[src/rtl/loop_buffer_ctrl.sv]
// Loop buffer controller: records audio samples into a sync BRAM and
// plays the captured loop back, wrapping at the committed loop length.
module loop_buffer_ctrl #(
    parameter int ADDR_W = 12,
    parameter int DATA_W = 16
) (
    input  logic              clk,
    input  logic              rst,
    input  logic              rec_en,
    input  logic              play_en,
    input  logic              sample_tick,
    input  logic [DATA_W-1:0] sample_in,
    output logic [ADDR_W-1:0] mem_addr,
    output logic              mem_we,
    output logic [DATA_W-1:0] mem_wdata,
    input  logic [DATA_W-1:0] mem_rdata,
    output logic [DATA_W-1:0] sample_out,
    output logic              sample_valid,
    output logic              rec_done,
    output logic              play_wrap,
    output logic [ADDR_W:0]   loop_len
);

    localparam int DEPTH = 1 << ADDR_W;
    localparam logic [ADDR_W:0] LAST_ADDR = (ADDR_W+1)'(DEPTH - 1);
    localparam logic [ADDR_W:0] FULL_LEN  = (ADDR_W+1)'(DEPTH);
    localparam logic [ADDR_W:0] ONE       = (ADDR_W+1)'(1);

    typedef enum logic [1:0] {
        IDLE,
        REC,
        FULL,
        PLAY
    } state_t;

    state_t state, state_nx;

    logic [ADDR_W:0] wr_ptr;
    logic [ADDR_W:0] rd_ptr;
    logic            rd_p1;
    logic            rd_p2;

    logic rec_start;
    logic rec_wr;
    logic rec_last;
    logic rec_stop;
    logic play_start;
    logic play_rd;
    logic play_last;

    always_ff @(posedge clk or posedge rst) begin
        if (rst) begin
            state <= IDLE;
        end else begin
            state <= state_nx;
        end
    end

    always_comb begin
        state_nx   = state;
        rec_start  = 1'b0;
        rec_wr     = 1'b0;
        rec_last   = 1'b0;
        rec_stop   = 1'b0;
        play_start = 1'b0;
        play_rd    = 1'b0;
        play_last  = 1'b0;
        unique case (state)
            IDLE: begin
                if (rec_en) begin
                    state_nx  = REC;
                    rec_start = 1'b1;
                end else if (play_en) begin
                    state_nx   = PLAY;
                    play_start = 1'b1;
                end
            end
            REC: begin
                if (!rec_en) begin
                    rec_stop = 1'b1;
                    if (play_en) begin
                        state_nx   = PLAY;
                        play_start = 1'b1;
                    end else begin
                        state_nx = IDLE;
                    end
                end else if (sample_tick) begin
                    rec_wr = 1'b1;
                    if (wr_ptr == LAST_ADDR) begin
                        rec_last = 1'b1;
                        state_nx = FULL;
                    end
                end
            end
            FULL: begin
                if (!rec_en) begin
                    if (play_en) begin
                        state_nx   = PLAY;
                        play_start = 1'b1;
                    end else begin
                        state_nx = IDLE;
                    end
                end
            end
            PLAY: begin
                if (rec_en) begin
                    state_nx  = REC;
                    rec_start = 1'b1;
                end else if (!play_en) begin
                    state_nx = IDLE;
                end else if (sample_tick && loop_len != '0) begin
                    play_rd   = 1'b1;
                    play_last = (rd_ptr == loop_len - ONE);
                end
            end
            default: state_nx = IDLE;
        endcase
    end

    // Pointers and the committed loop length
    always_ff @(posedge clk or posedge rst) begin
        if (rst) begin
            wr_ptr   <= '0;
            rd_ptr   <= '0;
            loop_len <= '0;
        end else begin
            if (rec_start) begin
                wr_ptr   <= '0;
                loop_len <= '0;
            end
            if (rec_wr) begin
                wr_ptr <= wr_ptr + ONE;
            end
            if (rec_last) begin
                loop_len <= FULL_LEN;
            end
            if (rec_stop) begin
                loop_len <= wr_ptr;
            end
            if (play_start) begin
                rd_ptr <= '0;
            end
            if (play_rd) begin
                rd_ptr <= play_last ? '0 : rd_ptr + ONE;
            end
        end
    end

    // BRAM port: writes while recording, reads while playing
    always_ff @(posedge clk or posedge rst) begin
        if (rst) begin
            mem_addr  <= '0;
            mem_we    <= 1'b0;
            mem_wdata <= '0;
            rec_done  <= 1'b0;
            play_wrap <= 1'b0;
        end else begin
            mem_we    <= 1'b0;
            rec_done  <= rec_last;
            play_wrap <= play_last;
            if (rec_wr) begin
                mem_we    <= 1'b1;
                mem_addr  <= wr_ptr[ADDR_W-1:0];
                mem_wdata <= sample_in;
            end
            if (play_rd) begin
                mem_addr <= rd_ptr[ADDR_W-1:0];
            end
        end
    end

    // Read pipeline: address cycle, BRAM data cycle, then output update
    always_ff @(posedge clk or posedge rst) begin
        if (rst) begin
            rd_p1        <= 1'b0;
            rd_p2        <= 1'b0;
            sample_out   <= '0;
            sample_valid <= 1'b0;
        end else begin
            rd_p1        <= play_rd;
            rd_p2        <= rd_p1;
            sample_valid <= rd_p2;
            if (rd_p2) begin
                sample_out <= mem_rdata;
            end
        end
    end

endmodule

[config.mk]
export PLATFORM = sky130hd
export DESIGN_NAME = loop_buffer_ctrl
export DESIGN_NICKNAME = d
export VERILOG_FILES = /design/src/rtl/loop_buffer_ctrl.sv
export SDC_FILE = /design/constraint.sdc
export NUM_CORES = 1
export LEC_CHECK = 0
export ABC_AREA = 1
export CAP_MARGIN = 20
export CELL_PAD_IN_SITES_DETAIL_PLACEMENT = 1
export CELL_PAD_IN_SITES_GLOBAL_PLACEMENT = 1
export CORE_ASPECT_RATIO = 1.1
export CORE_MARGIN = 8
export CORE_UTILIZATION = 35
export DETAILED_ROUTE_END_ITERATION = 6
export PLACE_DENSITY_LB_ADDON = 0.1
export SETUP_SLACK_MARGIN = 0.5
export SLEW_MARGIN = 20
export SYNTH_ARGS = -nofsm -noshare
export SYNTH_HDL_FRONTEND = slang
export SYNTH_SLANG_ARGS = --single-unit
[constraint.sdc]
create_clock -name clk -period 3.18 [get_ports clk]
set_clock_uncertainty 0.05 [all_clocks]
set_input_delay 0.636 -clock clk [delete_from_list [all_inputs] [get_ports clk]]
set_output_delay 0.636 -clock clk [all_outputs]
set_load 0.005 [all_outputs]
==> results.toml <==
[grt]
grt_use_met3 = 0.0432
antenna_found_initial = 0
first_global_vias = 4531
gr-usage-met2 = 0.280
track_usage = 0.165
top_usage_layer = "met2"
grt_max_degree = 36
grt_pass1_wl_mm = 23.5
overflow = 0
use_met1 = 0.199

[drt]
dr.first_iter.drc_count = 123
drtAntennaViolNets = 0
vias = 4156
vias_per_cell = 4.78
drc = 0
wl_mm = 14.0
post_drt_wl_per_cell_um = 16.1
drtPass1Iterations = 4

[final_layout]
nNetsFinal = 721
drive_gt1_frac = 0.123
layout_commonest_cell = "nand2_1"
antenna_cells = 0
area_delta_synth_final_pct = 31.1
final_cells = 869
nFillCells = 1665
fin_area_um2 = 6350
final_cell_mix = "nand2_1 (167), clkdlybuf4s50_1 (97), dfrtp_1 (91)"

[synthesis]
synth_top_family_by_area = "simple AND/OR/NAND/NOR gates"
synth-compound-area-share = 0.0852
syn-cell-area_um2 = 4850
synth.distinct_cells = 38
synthesis.nets = 625
yosys.area_share.xor_xnor = 0.0299
ys_ff_latch = 91
synthAdderAreaFrac = 0.0206
yosysSeqAreaShare = 0.470
yosys_most_used_dff = "dfrtp_1"
synthArstFlopShare = 1.00
syn_avg_cell_area_um2 = 8.36
synth_edf_count = 0
synthMuxAreaShare = 0.0372
synthCells = 580
synth-simple-area-share = 0.274
ys_warn_count = 0

[worst_setup_path]
endpoint_kind = "register"
rrSetupSlack_ps = 850
crit_path_frequent_cell = "nand2_1"
cp.required_ps = 3370
worstPathArrival_ps = 2580
slowest_stage = "clkdlybuf4s50_1"
cp_max_fo = 17
path_class = "input port to register"
worstPathCellList = "clkdlybuf4s50_1 -> inv_1 -> nand2_1 -> nor2_1 -> nand3_2 -> inv_4 -> a31oi_4 -> buf_12 -> nand2_1 -> nand2_2"
crit_path_start_kind = "input port"
worst_path_largest_cell_delay_ps = 480

[clock_network]
clock_path_buffers = 2
cts_sinks = 91
cts_tree = "done"
clk_latency_ps = 350
clockRootBuffer = "clkbuf_16"
cts-resized-gates = 0
htreeDepth = 3
path_clk_slew_ps = 70
numCtsBuffers = 9

[power_and_ir_drop]
p_per_area_nw_per_um2 = 654
internal-power_mw = 2.76
p_seq_frac = 0.367
pwr-share-comb = 0.347
swShare = 0.336
clockPowerShare = 0.285
p_sw_mw = 1.39
p_leak_nw = 3.08
vdd_drop_max_uv = 408

[timing]
slew_headroom = 0.545
min_period_ps = 2380
maxSlewViolCount = 0
worst_pin_slew_ps = 683
holdWs_ps = 320
hold_violations = 0
max_freq_ghz = 0.420
timing.final.crit_share = 0.749
rsz0062_at_grt = "false"
setup_viol = 0
finalWorstSetupSlack_ps = 797
finalSetupTns_ps = 0

[die]
io_pins = 98
core_um2 = 13700
fp.dieArea_um2 = 17900
rows = 45
start_util = 0.354
die_h_um = 139
die_w_um = 128

[placement]
dp.cells = 852
placed_area_um2 = 6010
place_ws_ps = 468
portBuffers = 97
dp_hpwl_mm = 11.0
gp_congestion = 0.838

[run]
cap_viol_max_count = 0

[min_path]
min_path_type = "register to register"

[status]
status = "finished, final reports clean"
## logic make-up (layout without fill, tap and decap cells)
kind of cell	Yosys count	count (layout)
simple gates	281	281
buf+inv	99	200
flops	91	91
compound gates	70	70
mux	16	16
xor+xnor	15	15
fa+ha+maj	8	8
## worst max-delay path, delay by kind of cell
kind                   cells  cell delay (ps)
and+or+nand+nor            5              680
AOI/OAI and AO/OA          1               60
buffers and inverters      4             1190
## final cells by class
| cell class | instances | area (um2) | area share |
|---|---|---|---|
| multi-input cells | 390 | 2170 | 0.341 |
| inverters | 81 | 310 | 0.0488 |
| clock buffers | 9 | 225 | 0.0354 |
| repair buffers | 103 | 1040 | 0.164 |
| flip-flops and latches | 91 | 2280 | 0.358 |
| clock inverters | 7 | 98.8 | 0.0156 |
| well taps | 188 | 235 | 0.0370 |
## cells in the mapped netlist, types with 6 or more instances
library cell | n | area (um2)
nand2_2 | 9 | 56.3
nand3_1 | 33 | 165
nand3_2 | 12 | 120
xor2_1 | 9 | 78.8
o211ai_1 | 6 | 45.0
o21ai_0 | 27 | 135
ha_1 | 8 | 100
a21oi_1 | 11 | 55.1
nor2_1 | 27 | 101
inv_1 | 75 | 282
mux2_2 | 16 | 180
o21ai_1 | 13 | 65.1
nand2_1 | 167 | 627
nor2_2 | 7 | 43.8
clkbuf_1 | 7 | 26.3
nor2_4 | 6 | 67.6
dfrtp_1 | 91 | 2280
## through the flow
| stage | util | power [mW] |
|---|---|---|
| floorplan | - | 2.28 |
| global placement | 0.439 | 2.97 |
| detailed placement | 0.439 | 3.02 |
| CTS | 0.463 | 4.22 |
| global route | 0.464 | 4.44 |
| finish | 0.464 | 4.15 |
## registers in the layout, indices dropped and copies added (netlist names), 2 cells and up
register	cells
state	2
loop_len	13
rd_ptr	13
mem_addr	12
mem_wdata	16
wr_ptr	13
sample_out	16
## worst paths after layout
| kind | from | endpoint | cells past startpoint |
|---|---|---|---|
| max | rec_en | rd_ptr[11] | 10 |
| min | rd_p1 | rd_p2 | 0 |
| max reg2reg | loop_len[0] | rd_ptr[5] | 11 |
| min reg2reg | rd_p1 | rd_p2 | 0 |
| max in group asynchronous | rst | rd_p2 | 3 |
| min in group asynchronous | rst | sample_out[5] | 2 |
## metal layers
layer,share of wire,routed length [um]
met3,0.037,518
met1,0.44,6180
met4,0.014,201
met5,0,0
met2,0.51,7090
## power groups by stage
stage | Combinational [mW] | Clock [mW] | Sequential (mW)
floorplan | 0.742 | 0 | 1.54
global placement | 1.43 | 0 | 1.54
finish | 1.44 | 1.18 | 1.53
CTS | 1.47 | 1.21 | 1.53
detailed placement | 1.47 | 0 | 1.55
global route | 1.62 | 1.27 | 1.56
## repair_timing
action,in CTS,in global routing
setup buffers,0,1
setup endpoints to repair,0,3
hold buffers,0,0
Note: power is estimated with default switching activity, not from simulation.
